File: src/rtl/uart_tx_fifo.sv
// UART transmit holding stage: single-entry THR or DEPTH-entry FIFO feeding the
// TX shifter over valid/ready, with THRE/TEMT status and a THRE-rise pulse.
module uart_tx_fifo #(
    parameter int unsigned DEPTH = 16,
    parameter int unsigned WIDTH = 8,
    parameter int unsigned CNT_W = 5
) (
    input  logic             clk_in,
    input  logic             rst_in,
    input  logic             fifo_en_in,
    input  logic             fifo_clr_in,
    input  logic             wr_en_in,
    input  logic [WIDTH-1:0] wdata_in,
    output logic [WIDTH-1:0] tx_data_out,
    output logic             tx_valid_out,
    input  logic             tx_ready_in,
    input  logic             tx_busy_in,
    output logic [CNT_W-1:0] count_out,
    output logic             thre_out,
    output logic             temt_out,
    output logic             overflow_out,
    output logic             thre_rise_out
);

    localparam int unsigned AW = $clog2(DEPTH);

    localparam logic [AW-1:0]    PTR_ONE  = {{(AW-1){1'b0}}, 1'b1};
    localparam logic [CNT_W-1:0] CNT_ZERO = '0;
    localparam logic [CNT_W-1:0] CNT_ONE  = {{(CNT_W-1){1'b0}}, 1'b1};
    localparam logic [CNT_W-1:0] CAP_FIFO = CNT_W'(DEPTH);

    // Storage is deliberately left unreset; only control state is cleared.
    logic [WIDTH-1:0] mem_q [DEPTH];

    logic [AW-1:0]    rd_ptr_q, rd_ptr_d;
    logic [AW-1:0]    wr_ptr_q, wr_ptr_d;
    logic [CNT_W-1:0] count_q, count_d;
    logic [WIDTH-1:0] tx_data_q, tx_data_d;
    logic             fifo_en_q;
    logic             thre_q, thre_d;
    logic             temt_q, temt_d;
    logic             ovf_q, ovf_d;
    logic             rise_q, rise_d;

    logic [CNT_W-1:0] cap;
    logic [AW-1:0]    rd_ptr_inc;
    logic             flush;
    logic             valid;
    logic             pop;
    logic             push;
    logic             full;

    // Handshake decode and next-state for pointers, count, head data and flags.
    always_comb begin
        cap        = fifo_en_in ? CAP_FIFO : CNT_ONE;
        rd_ptr_inc = rd_ptr_q + PTR_ONE;
        // A mode change empties storage exactly like an explicit clear.
        flush      = fifo_clr_in | (fifo_en_in != fifo_en_q);
        valid      = (count_q != CNT_ZERO);
        full       = (count_q >= cap);
        pop        = valid & tx_ready_in & ~flush;
        push       = wr_en_in & ~flush & (~full | pop);

        rd_ptr_d  = rd_ptr_q;
        wr_ptr_d  = wr_ptr_q;
        count_d   = count_q;
        tx_data_d = tx_data_q;

        if (flush) begin
            rd_ptr_d = '0;
            wr_ptr_d = '0;
            count_d  = '0;
        end else begin
            if (pop) begin
                rd_ptr_d = rd_ptr_inc;
            end
            if (push) begin
                wr_ptr_d = wr_ptr_q + PTR_ONE;
            end
            if (push && !pop) begin
                count_d = count_q + CNT_ONE;
            end else if (pop && !push) begin
                count_d = count_q - CNT_ONE;
            end
        end

        // Registered fall-through head: the incoming byte becomes head when the
        // store is (or is about to be) empty, otherwise the next stored entry.
        if (!flush) begin
            if (push && (count_q == CNT_ZERO || (count_q == CNT_ONE && pop))) begin
                tx_data_d = wdata_in;
            end else if (pop && count_q > CNT_ONE) begin
                tx_data_d = mem_q[rd_ptr_inc];
            end
        end

        ovf_d  = wr_en_in & ~flush & full & ~pop;
        thre_d = (count_d == CNT_ZERO);
        temt_d = (count_d == CNT_ZERO) & ~tx_busy_in;
        rise_d = (count_q != CNT_ZERO) & (count_d == CNT_ZERO);
    end

    // Control state with synchronous reset.
    always_ff @(posedge clk_in) begin
        if (rst_in) begin
            rd_ptr_q  <= '0;
            wr_ptr_q  <= '0;
            count_q   <= '0;
            tx_data_q <= '0;
            // Track the current mode so leaving reset does not look like a mode change.
            fifo_en_q <= fifo_en_in;
            thre_q    <= 1'b1;
            temt_q    <= 1'b1;
            ovf_q     <= 1'b0;
            rise_q    <= 1'b0;
        end else begin
            rd_ptr_q  <= rd_ptr_d;
            wr_ptr_q  <= wr_ptr_d;
            count_q   <= count_d;
            tx_data_q <= tx_data_d;
            fifo_en_q <= fifo_en_in;
            thre_q    <= thre_d;
            temt_q    <= temt_d;
            ovf_q     <= ovf_d;
            rise_q    <= rise_d;
        end
    end

    // Data array write port.
    always_ff @(posedge clk_in) begin
        if (!rst_in && push) begin
            mem_q[wr_ptr_q] <= wdata_in;
        end
    end

    assign tx_data_out   = tx_data_q;
    assign tx_valid_out  = valid;
    assign count_out     = count_q;
    assign thre_out      = thre_q;
    assign temt_out      = temt_q;
    assign overflow_out  = ovf_q;
    assign thre_rise_out = rise_q;

endmodule

File: config.mk
export PLATFORM = sky130hd
export DESIGN_NAME = uart_tx_fifo
export DESIGN_NICKNAME = d
export VERILOG_FILES = /design/src/rtl/uart_tx_fifo.sv
export SDC_FILE = /design/constraint.sdc
export NUM_CORES = 1
export LEC_CHECK = 0
export ABC_AREA = 1
export BUFFER_PORTS_ARGS = -buffer_cell sky130_fd_sc_hd__buf_2
export CORE_ASPECT_RATIO = 0.9
export CORE_MARGIN = 3
export CORE_UTILIZATION = 42
export CTS_CLUSTER_DIAMETER = 30
export DETAILED_ROUTE_END_ITERATION = 10
export PLACE_DENSITY = 0.65
export SLEW_MARGIN = 25
export SYNTH_ARGS = -nofsm -noshare
export SYNTH_HDL_FRONTEND = slang
export SYNTH_SLANG_ARGS = --single-unit
File: constraint.sdc
create_clock -name clk_in -period 2.7 [get_ports clk_in]
set_input_delay 0.54 -clock clk_in [delete_from_list [all_inputs] [get_ports clk_in]]
set_output_delay 0.54 -clock clk_in [all_outputs]
set_load 0.03 [all_outputs]
# After elaboration in Yosys (flattened, before gate mapping)

Memory sizes are Yosys's and may differ from the RTL's.
Index checks and enable logic that the tools add are counted.
W data, S select, Z words.

Bitwise logic cells: 14
Shift-type cells: 0
Muxes and demuxes: 8
Add/subtract/negate cells: 4
Eq/ne operators: 2
Magnitude comparators: 2
Divide/modulo/power cells: 0
Reductions and logical operators: 16
Multiply operators: 0

Operator list:

| kind                  | count |
|---|---|
| $mux W5               | 4 |
| $mux W8               | 2 |
| $logic_not A5 Y1      | 2 |
| $add A4 B1 Y4 const B | 2 |
| $and A1 B1 Y1         | 8 |
| $logic_and A1 B1 Y1   | 6 |
| $add A5 B1 Y5 const B | 1 |
| $eq A5 B1 Y1 const B  | 1 |
| $ge A5 B5 Y1          | 1 |
| $gt A5 B1 Y1 const B  | 1 |
| $reduce_bool A5 Y1    | 1 |
| $sub A5 B1 Y5 const B | 1 |
| $not A1 Y1            | 4 |
| $logic_not A1 Y1      | 3 |
| $mux W1               | 2 |
| $or A1 B1 Y1          | 2 |
| $reduce_and A2 Y1     | 1 |
| $reduce_bool A2 Y1    | 1 |
| $reduce_or A2 Y1      | 1 |
| $logic_or A1 B1 Y1    | 1 |
| $ne A1 B1 Y1          | 1 |

Memories kept: 1
ROM bits: 0
Latch bits: 0
Register bits: 26
Bits in writable memories: 128

Memories:

| memory | words | width | read ports | clocked after Yosys merged registers in | write ports | line | RTL |
|---|---|---|---|---|---|---|---|
| mem_q  | 16    | 8     | 1          | 0                                       | 1           | 33   | `logic [WIDTH-1:0] mem_q [DEPTH];` |

# Logic depth before layout (Yosys ltp)

Gate-level depths: netlist of the first run.

Word-level depth: 13
Depth in mapped cells: 16
Mapped depth without buffers: 15

# Worst setup path before layout of the first run

OpenSTA, ideal clock, no wires.

Path type: flip-flop to flip-flop
Start: reg count_q[0], in the netlist count_out[0]
End: mem mem_q[0][0], enable pin
Buffers on the path: 1
Required time: 2,330 ps
Arrival time: 2,396 ps
Path slack: -66 ps
Library setup time: 370 ps
Stages on the path, launching flop included: 14
Path through: dfxtp_1 inv_1 ha_1 inv_1 nor2_4 nand2_4 nand2_2 nor2_2 or2_4 buf_8 nand2_8 nor2_8 nand2_4 nor2_1

Longest elaborated chain between the ends: 8
Elaborated cells on any way between the ends: 10
Those cells by class: order compare: 1; mux: 2; bitwise: 5; reduce/logical: 2

Ends and longest elaborated chain:

| item                          | line | RTL |
|---|---|---|
| start: declaration            | 37   | `logic [CNT_W-1:0] count_q, count_d;` |
| start signal: assignment      | 119  | `count_q <= count_d;` |
| $reduce_bool A5 Y1            | 59   | `valid = (count_q != CNT_ZERO);` |
| via tx_valid_out              | 15   | `output logic tx_valid_out,` |
| $and A1 B1 Y1 (2 in series)   | 61   | `pop = valid & tx_ready_in & ~flush;` |
| $or A1 B1 Y1                  | 62   | `push = wr_en_in & ~flush & (~full \| pop);` |
| $and A1 B1 Y1                 | 62   |  |
| $logic_and A1 B1 Y1           | 131  | `if (!rst_in && push) begin` |
| $mux W1                       | 131  |  |
| $mux W1 (implied by the code) | 132  | `mem_q[wr_ptr_q] <= wdata_in;` |
| end: declaration              | 33   |  |

The timed path passes the listed nets, and every way through them passes these cells.

# Worst setup path in the final report of the first run

Start: reg count_q[1], in the netlist count_out[1]
End: mem mem_q[13][7], enable pin

Longest elaborated chain between the ends: 8
Elaborated cells on any way between the ends: 10
Those cells by class: order compare: 1; mux: 2; bitwise: 5; reduce/logical: 2

Ends and longest elaborated chain:

| item                                                 | line |
|---|---|
| branches (longest 3 deep; another with $ge A5 B5 Y1) | - |
| $or A1 B1 Y1 *                                       | 62 |
| $and A1 B1 Y1 *                                      | 62 |
| $logic_and A1 B1 Y1 *                                | 131 |
| $mux W1 *                                            | 131 |
| $mux W1 (implied by the code) *                      | 132 |

Every way passes the cells marked *.

==> flow_summary.yaml, run 1 <==
run_status:
  status: "finished, final reports clean"
run:
  drv_cap: 0
place:
  gp_congestion: 0.884
  port_buffers: 32
  detailed_place_hpwl_um: 10400
  postPlaceCellArea_um2: 7330
clock_tree:
  clk_pin_slew_worst_paths_ps: 60
  clock_path_buffers: 2
  cts_buffers: 17
  postCtsSetupBuffers: 0
  htreeDepth: 4
  cts_root_buf: "clkbuf_16"
  cts.sinks: 154
  tritoncts: "built"
  cts_resized: 0
  hold_buffers: 0
  clock_latency_ps: 430
synth:
  avgSynthCellArea_um2: 11.0
  async_flop_share_pct: 0
  synthAdderAreaFrac_pct: 2.01
  synth_compound_area_share_pct: 11.5
  syn_inst: 621
  synth-warning-count: 0
  ys.flop_type: "edfxtp_1"
  yosysSeqAreaShare_pct: 63.7
  ys_types: 40
  synth.area.mux_share_pct: 0
  synth-seq-cells: 154
  synth_edf_count: 128
  netlist_area_um2: 6850
  syn_nets: 647
  synth-simple-area-share_pct: 17.9
  synthXorXnorAreaFrac_pct: 1.00
  synth_top_family_by_area: "simple AND/OR/NAND/NOR gates"
cells_and_area:
  fill_cells: 1370
  seqCellArea_um2: 4370
  final_nets: 692
  multiInputGateArea_um2: 2230
  final_common_cell: "nor2_1"
  area_delta_synth_final_pct: 15.7
  final_cell_mix: "nor2_1, edfxtp_1, o21ai_0"
  design_area_um2: 7930
  layout-drive-gt1-share_pct: 18.3
  diodes: 0
routing:
  drt_wl_total_um: 16000
  drc: 0
  wire_per_inst_um: 18.1
  drt_iter0_drc: 552
  first_pass_iters: 5
  via_count: 4781
  ant_nets: 0
  viasPerCell: 5.43
die:
  core-area_um2: 15700
  ios: 33
  die_x_um: 141
  die_height_um: 127
  rows: 43
  die_area_um2: 17900
  start_util_pct: 43.6
worst_setup_path:
  crit_path_start_kind: "flop"
  worst_setup_path_end_kind: "flop"
  worstSetupPathType: "flop to flop"
  crit_chain: "inv_1 > ha_1 > inv_1 > nor2_4 > nand2_4 > nand2_2 > nor2_2 > or2_4 > nand2_8 > nor2_8 > nand2_4 > nor2_1 > buf_4"
  critical_path_arrival_ps: 2550
  cp_data_required_time_ps: 2840
  critPathMaxStageDelay_ps: 420
  critical-path-top-delay-family: "simple AND/OR/NAND/NOR gates"
  cp_slowest_cell: "dfxtp_1"
  path_buf_inv: 3
  path_max_fanout: 8
sta:
  fin_crit_ps: 2410
  slew_headroom_pct: 63.6
  fmax_ghz: 0.415
  finalHoldViolations: 0
  drv_slew: 0
  fin_skew_ps: 16.7
  rsz0062_at_grt: "false"
  final.period_utilization_pct: 89.3
  tightest_slew_ps: 541
  setup-violations-final: 0
global_route:
  grt_max_degree: 68
  antenna_found_initial: 0
  grt_usage_pct: 18.4
  grt_pass1_vias: 4477
  grt_first_pass_wirelength_um: 24900
  grt_overflow_total: 0
min_path:
  min_path_type: "input pin to flop"
power_and_ir_drop:
  p_leak_nw: 2.96
  vdd_drop_max_mv: 0.498
  total_power_mw: 5.23
  power_density_nw_per_um2: 659
-- logic make-up after synthesis --
group                    Yosys count
AO/OA/AOI/OAI                    132
XOR/XNOR                           7
buffers and inverters             58
AND/OR/NAND/NOR                  259
flip-flops                       154
adder cells (fa/ha/maj)           11
-- state kept, by name, summed over array words and instances (netlist names) --
signal,flops
thre_rise_out,1
overflow_out,1
count_out,5
rd_ptr_q,4
wr_ptr_q,4
mem_q,128
thre_out,1
fifo_en_q,1
tx_data_out,8
temt_out,1
-- through the flow --
step	utilization, %	setup WS [ps]	instances	TNS, ps	hold slack, ps
global route	50.5	126	881	0	250
finish	50.5	289	881	0	266
global placement	46.6	175	849	0	470
CTS	50.5	296	881	0	247
detailed placement	46.6	124	849	0	484
floorplan	-	-66.3	621	-8480	457
-- final timing paths --
kind	startpoint	to	slack [ps]	cells after the start
max	count_out[1]	mem_q[13][7]	290	13
min	fifo_en_in	fifo_en_q	270	1
max reg2reg	count_out[1]	mem_q[13][7]	290	13
min reg2reg	rd_ptr_q[1]	rd_ptr_q[1]	500	2
-- power breakdown --
group          internal [mW]  switching [mW]
Clock                   1.40            1.02
Combinational         0.0550           0.159
Sequential              2.58         0.00834
Total                   4.04            1.19
-- synthesized netlist by cell type (2+ instances only) --
master / n / share of area [%]
a21oi_4: 2 / 0.47
buf_6: 2 / 0.33
xnor2_1: 2 / 0.26
nor3_1: 2 / 0.15
o21ai_0: 79 / 5.8
a211oi_1: 2 / 0.22
o21ai_1: 10 / 0.73
nor2_1: 139 / 7.6
edfxtp_1: 128 / 56
o211ai_1: 32 / 3.5
inv_2: 3 / 0.16
xor2_1: 4 / 0.51
dfxtp_1: 26 / 7.6
ha_1: 11 / 2.0
nor2_4: 3 / 0.49
a21oi_1: 4 / 0.29
buf_2: 7 / 0.51
nor2_2: 2 / 0.18
nand2_2: 2 / 0.18
buf_1: 4 / 0.22
nand3_2: 3 / 0.44
clkbuf_1: 15 / 0.82
inv_1: 23 / 1.3
nand2_4: 7 / 1.2
nor2_8: 3 / 0.88
nand3_1: 22 / 1.6
nand4_1: 12 / 1.1
nand2_1: 60 / 3.3
-- final cells by class --
| type | instances | share of cell area [%] |
|---|---|---|
| clock inverter | 15 | 2.24 |
| timing repair buffer | 56 | 4.61 |
| multi-input combinational | 409 | 28.2 |
| tap | 202 | 3.19 |
| inverter | 28 | 1.37 |
| sequential | 154 | 55.1 |
| clock buffer | 17 | 5.37 |
-- metal layers --
layer  share of wire [%]  vias up  GRT usage (%)
met2                  46      196           28.1
met1                  47     2293           26.6
met3                 6.1       12           4.30
met4                0.84        0           5.19
li1                    -     2280              -
met5                   0        -              0
Power figures use the tool's default switching activity.
==> run 2: changes to the inputs <==
--- a/config.mk
+++ b/config.mk
@@ -12,6 +12,7 @@
 export CORE_UTILIZATION = 42
 export CTS_CLUSTER_DIAMETER = 30
 export DETAILED_ROUTE_END_ITERATION = 10
+export GPL_TIMING_DRIVEN = 0
 export PLACE_DENSITY = 0.65
 export SLEW_MARGIN = 25
 export SYNTH_ARGS = -nofsm -noshare
==> flow_summary.yaml, run 2 (synthesized netlist as in run 1, its figures left out) <==
run_status:
  status: "finished, final reports clean"
die:
  ios: 33
  start_util_pct: 43.6
  rows: 43
  die_area_um2: 17900
  core-area_um2: 15700
  die_x_um: 141
  die_height_um: 127
power_and_ir_drop:
  vdd_drop_max_mv: 0.516
  power_density_nw_per_um2: 634
  seq_power_share_pct: 51.4
  p_leak_nw: 2.89
  p_switching_mw: 1.13
  p_comb_share_pct: 4.4
  p_int_mw: 3.91
  switching_share_pct: 22.4
  p_clk_share_pct: 44.3
clock_tree:
  cts.sinks: 154
  htreeDepth: 4
  cts_buffers: 17
  tritoncts: "built"
  clk_pin_slew_worst_paths_ps: 60
  clock_latency_ps: 430
  cts_root_buf: "clkbuf_16"
  clock_path_buffers: 2
  hold_buffers: 0
worst_setup_path:
  cp_data_required_time_ps: 2800
  crit_chain: "inv_1 > ha_1 > inv_1 > nand3_2 > a21oi_4 > or2_4 > buf_8 > nand2_8 > nor2_8 > nand2_4 > nor2_4"
  critical-path-top-delay-family: "simple AND/OR/NAND/NOR gates"
  critPathMaxStageDelay_ps: 410
  r2r_end: "mem_q[12][4]"
  rrSetupSlack_ps: 140
  worstSetupPathType: "flop to flop"
  timing.critical_path.mode_cell: "inv_1"
  path_max_fanout: 10
  path_buf_inv: 3
  crit_path_start_kind: "flop"
  critical_path_arrival_ps: 2660
  timing.rr.start: "count_out[0]"
  cp_slowest_cell: "dfxtp_2"
  worst_setup_path_end_kind: "flop"
  reg2reg_depth: 11
global_route:
  grt_max_degree: 18
  grt_pass1_vias: 4572
  grt_usage_pct: 18.9
  antenna_found_initial: 0
  grt_overflow_total: 0
  grt_first_pass_wirelength_um: 25400
cells_and_area:
  regMostFlops: "mem_q"
  final_nets: 700
  seqCellArea_um2: 4370
  multiInputGateArea_um2: 2350
  final_common_cell: "edfxtp_1"
  largest_reg_flops: 128
  layout-drive-gt1-share_pct: 18.2
  final_cell_mix: "edfxtp_1, nor2_1, o21ai_0"
  diodes: 0
  fill_cells: 1374
  stdcell_count: 888
  area_delta_synth_final_pct: 16.1
  finish.utilization_pct: 50.6
min_path:
  whs_path_depth: 1
  hp-start: "fifo_en_in"
  min_path_type: "input pin to flop"
  min_to: "fifo_en_q"
sta:
  tns_ps: 0
  whs_ps: 259
  tightest_slew_ps: 536
  setup_slack_ps: 143
  slew_headroom_pct: 63.9
  fin_skew_ps: 8.18
  fin_crit_ps: 2560
  fmax_ghz: 0.391
  drv_slew: 0
  rsz0062_at_grt: "false"
  setup-violations-final: 0
  final.period_utilization_pct: 94.7
  finalHoldViolations: 0
routing:
  drt_iter0_drc: 355
  drt_wl_total_um: 16500
  viasPerCell: 5.39
  ant_nets: 0
  via_count: 4790
  wire_per_inst_um: 18.6
  drc: 0
  first_pass_iters: 5
place:
  dp.cells: 855
  gp_congestion: 0.875
  port_buffers: 32
  place_ws_ps: -418
  detailed_place_hpwl_um: 11500
run:
  drv_cap: 0
run 2: cell count changes in the layout (fill, tap and decap cells not counted), sizes merged:
cell      change
clkbuf       +16
buf           -7
inv           -5
clkinv        +2
clkinvlp      +2
bufinv        -1
run 2: through the flow:
| stage | cell area, um2 | total power [mW] |
|---|---|---|
| 6_report | 7950 | 5.04 |
| 5_1_grt | 7950 | 5.20 |
| 4_1_cts | 7920 | 5.07 |
| 3_5_place_dp | 7260 | 2.86 |
| 3_3_place_gp | 7260 | 2.85 |
| 2_1_floorplan | 6850 | 2.77 |
run 2: how the worst max path moves through the flow:
stage,end,slack (ps),cells past startpoint,from
after detailed placement,mem_q[12][4],-420,12,fifo_en_in
after global routing,mem_q[12][4],0.7,11,count_out[0]
after floorplan,mem_q[0][0],-70,13,count_out[0]
final,mem_q[12][4],140,11,count_out[0]
after CTS,mem_q[4][0],-10,11,count_out[0]
after global placement,mem_q[13][5],-310,12,fifo_en_in
run 2: routing by layer:
metal | up-vias | part of all wire (%) | track usage [%]
li1 | 2295 | - | -
met4 | 0 | 2.0 | 6.55
met1 | 2284 | 45 | 26.4
met3 | 31 | 7.1 | 5.28
met2 | 180 | 46 | 28.7
met5 | - | 0 | 0
run 2: layout make-up:
cell class / instances / area share (%)
timing repair buffer: 34 / 2.20
buffer: 30 / 1.90
multi-input combinational: 409 / 29.6
inverter: 28 / 1.37
tap: 202 / 3.18
sequential: 154 / 54.9
clock buffer: 18 / 5.40
clock inverter: 13 / 1.49
run 2: worst reg2reg max path, delay by kind of cell (launching register included):
family / cells / cell delay, ps
simple gates: 6 / 960
fa+ha+maj: 1 / 300
compound gates: 1 / 220
buf+inv: 3 / 340
flops: 1 / 410
run 2: power groups by stage:
| stage | Sequential, mW | Combinational, mW | Clock [mW] |
|---|---|---|---|
| 2_1_floorplan | 2.66 | 0.106 | 0 |
| 3_3_place_gp | 2.64 | 0.212 | 0 |
| 3_5_place_dp | 2.64 | 0.217 | 0 |
| 4_1_cts | 2.59 | 0.218 | 2.26 |
| 5_1_grt | 2.59 | 0.242 | 2.36 |
| 6_report | 2.59 | 0.221 | 2.23 |
run 2: repair_timing:
item / 4_1_cts / 5_1_grt
gates resized for setup: 30 / 6
cloned: 0 / 0
endpoints found under the setup margin: 128 / 129
buffers inserted: 0 / 2
pin swaps: 0 / 2
==> run 3: changes to the inputs <==
--- a/config.mk
+++ b/config.mk
@@ -7,13 +7,14 @@
 export LEC_CHECK = 0
 export ABC_AREA = 1
 export BUFFER_PORTS_ARGS = -buffer_cell sky130_fd_sc_hd__buf_2
-export CORE_ASPECT_RATIO = 0.9
 export CORE_MARGIN = 3
 export CORE_UTILIZATION = 42
 export CTS_CLUSTER_DIAMETER = 30
+export CTS_CLUSTER_SIZE = 16
 export DETAILED_ROUTE_END_ITERATION = 10
 export GPL_TIMING_DRIVEN = 0
 export PLACE_DENSITY = 0.65
+export RECOVER_POWER = 50
 export SLEW_MARGIN = 25
 export SYNTH_ARGS = -nofsm -noshare
 export SYNTH_HDL_FRONTEND = slang
==> flow_summary.yaml, run 3 (synthesized netlist as in run 1, its figures left out) <==
run_status:
  status: "finished, final reports clean"
sta:
  fin_skew_ps: 5.91
  setup_slack_ps: 159
  setup-violations-final: 0
  drv_slew: 0
  tightest_slew_ps: 962
  finalHoldViolations: 0
  final.period_utilization_pct: 94.1
  fmax_ghz: 0.393
  whs_ps: 287
  fin_crit_ps: 2540
  slew_headroom_pct: 35.9
min_path:
  min_path_type: "input pin to flop"
  hp-start: "fifo_en_in"
  whs_path_depth: 1
  min_to: "fifo_en_q"
clock_tree:
  htreeDepth: 4
  cts_root_buf: "clkbuf_16"
  clock_latency_ps: 420
  cts_buffers: 17
  clk_pin_slew_worst_paths_ps: 60
  clock_path_buffers: 2
  tritoncts: "built"
  cts.sinks: 154
cells_and_area:
  seqCellArea_um2: 4370
  final_cell_mix: "edfxtp_1, nor2_1, o21ai_0"
  fill_cells: 1411
  regMostFlops: "mem_q"
  final_common_cell: "edfxtp_1"
  largest_reg_flops: 128
  multiInputGateArea_um2: 2350
  diodes: 0
  layout-drive-gt1-share_pct: 15.0
  area_delta_synth_final_pct: 16.9
  finish.utilization_pct: 50.2
  final_nets: 700
  stdcell_count: 903
global_route:
  grt_usage_pct: 18.4
  grt_overflow_total: 0
  antenna_found_initial: 0
  grt_first_pass_wirelength_um: 24800
  grt_pass1_vias: 4571
  grt_max_degree: 18
routing:
  viasPerCell: 5.29
  wire_per_inst_um: 17.8
  first_pass_iters: 7
  drc: 0
  via_count: 4781
  drt_wl_total_um: 16100
  ant_nets: 0
  drt_iter0_drc: 392
power_and_ir_drop:
  total_power_mw: 5.15
  power_density_nw_per_um2: 643
  p_leak_nw: 2.83
  vdd_drop_max_mv: 0.416
place:
  gp_congestion: 0.925
  port_buffers: 32
  place_ws_ps: -430
  dp.cells: 869
  detailed_place_hpwl_um: 11000
die:
  die_x_um: 134
  core-area_um2: 15900
  start_util_pct: 43.0
  rows: 46
  die_height_um: 134
  die_area_um2: 17900
  ios: 33
worst_setup_path:
  path_max_fanout: 10
  reg2reg_depth: 11
  worstSetupPathType: "flop to flop"
  timing.rr.start: "count_out[0]"
  critical_path_arrival_ps: 2650
  worst_setup_path_end_kind: "flop"
  cp_data_required_time_ps: 2800
  crit_path_start_kind: "flop"
  rrSetupSlack_ps: 160
  r2r_end: "mem_q[0][7]"
run:
  drv_cap: 0
==> run 3: cell count changes in the layout (fill, tap and decap cells not counted), sizes merged <==
cell	delta
clkinv	+1
inv	+1
bufinv	+1
clkbuf	+23
clkinvlp	-1
buf	-24
==> run 3: critical path, cell delays in order (launching register included) <==
cell	delay, ps
dfxtp_2	390
inv_1	130
ha_1	280
inv_1	70
nand3_2	90
a21oi_4	250
or2_4	200
buf_8	140
nand2_8	80
nor2_8	170
nand2_4	130
nor2_4	280
==> run 3: layout make-up <==
cell class              count  area share [%]
flip-flops and latches    154            54.5
multi-input cells         409            29.4
clock buffers              17            5.31
well taps                 216            3.37
repair buffers             34            2.12
clock inverters            15            2.09
plain buffers              30            1.89
inverters                  28            1.36
==> run 3: per-layer routing <==
layer	global-route usage [%]	up-vias	routed length [um]
li1	-	2303	-
met2	28.1	164	7560
met1	25.2	2280	7170
met3	3.81	34	894
met4	8.80	0	448
met5	0	-	0
==> run 3: worst max-delay path by stage <==
stage / end / cells past startpoint / start / slack, ps
floorplan: mem_q[0][0] / 13 / count_out[0] / -70
global route: mem_q[0][2] / 13 / count_out[1] / -5
detailed placement: mem_q[8][0] / 12 / fifo_en_in / -430
global placement: mem_q[8][0] / 13 / count_out[0] / -310
finish: mem_q[0][7] / 11 / count_out[0] / 160
CTS: mem_q[9][4] / 13 / count_out[0] / -130
==> run 3: through the flow <==
step / area (um2) / TNS (ps)
2_1_floorplan: 6850 / -8480
3_3_place_gp: 7280 / -29380
3_5_place_dp: 7280 / -40130
4_1_cts: 7970 / -2840
5_1_grt: 8010 / -36.3
6_report: 8010 / 0
==> run 3: power breakdown <==
| group | total (mW) | internal, mW | switching, mW |
|---|---|---|---|
| clock network | 2.35 | 1.38 | 0.973 |
| logic | 0.210 | 0.0530 | 0.157 |
| registers | 2.59 | 2.58 | 0.00770 |
| total | 5.15 | 4.02 | 1.14 |
==> run 3: what timing repair did <==
action | 4_1_cts | 5_1_grt
setup buffers | 0 | 2
gates cloned | 0 | 0
setup endpoints to repair | 128 | 128
resized for setup | 28 | 6
pin swaps | 0 | 3
hold buffers | 0 | 0
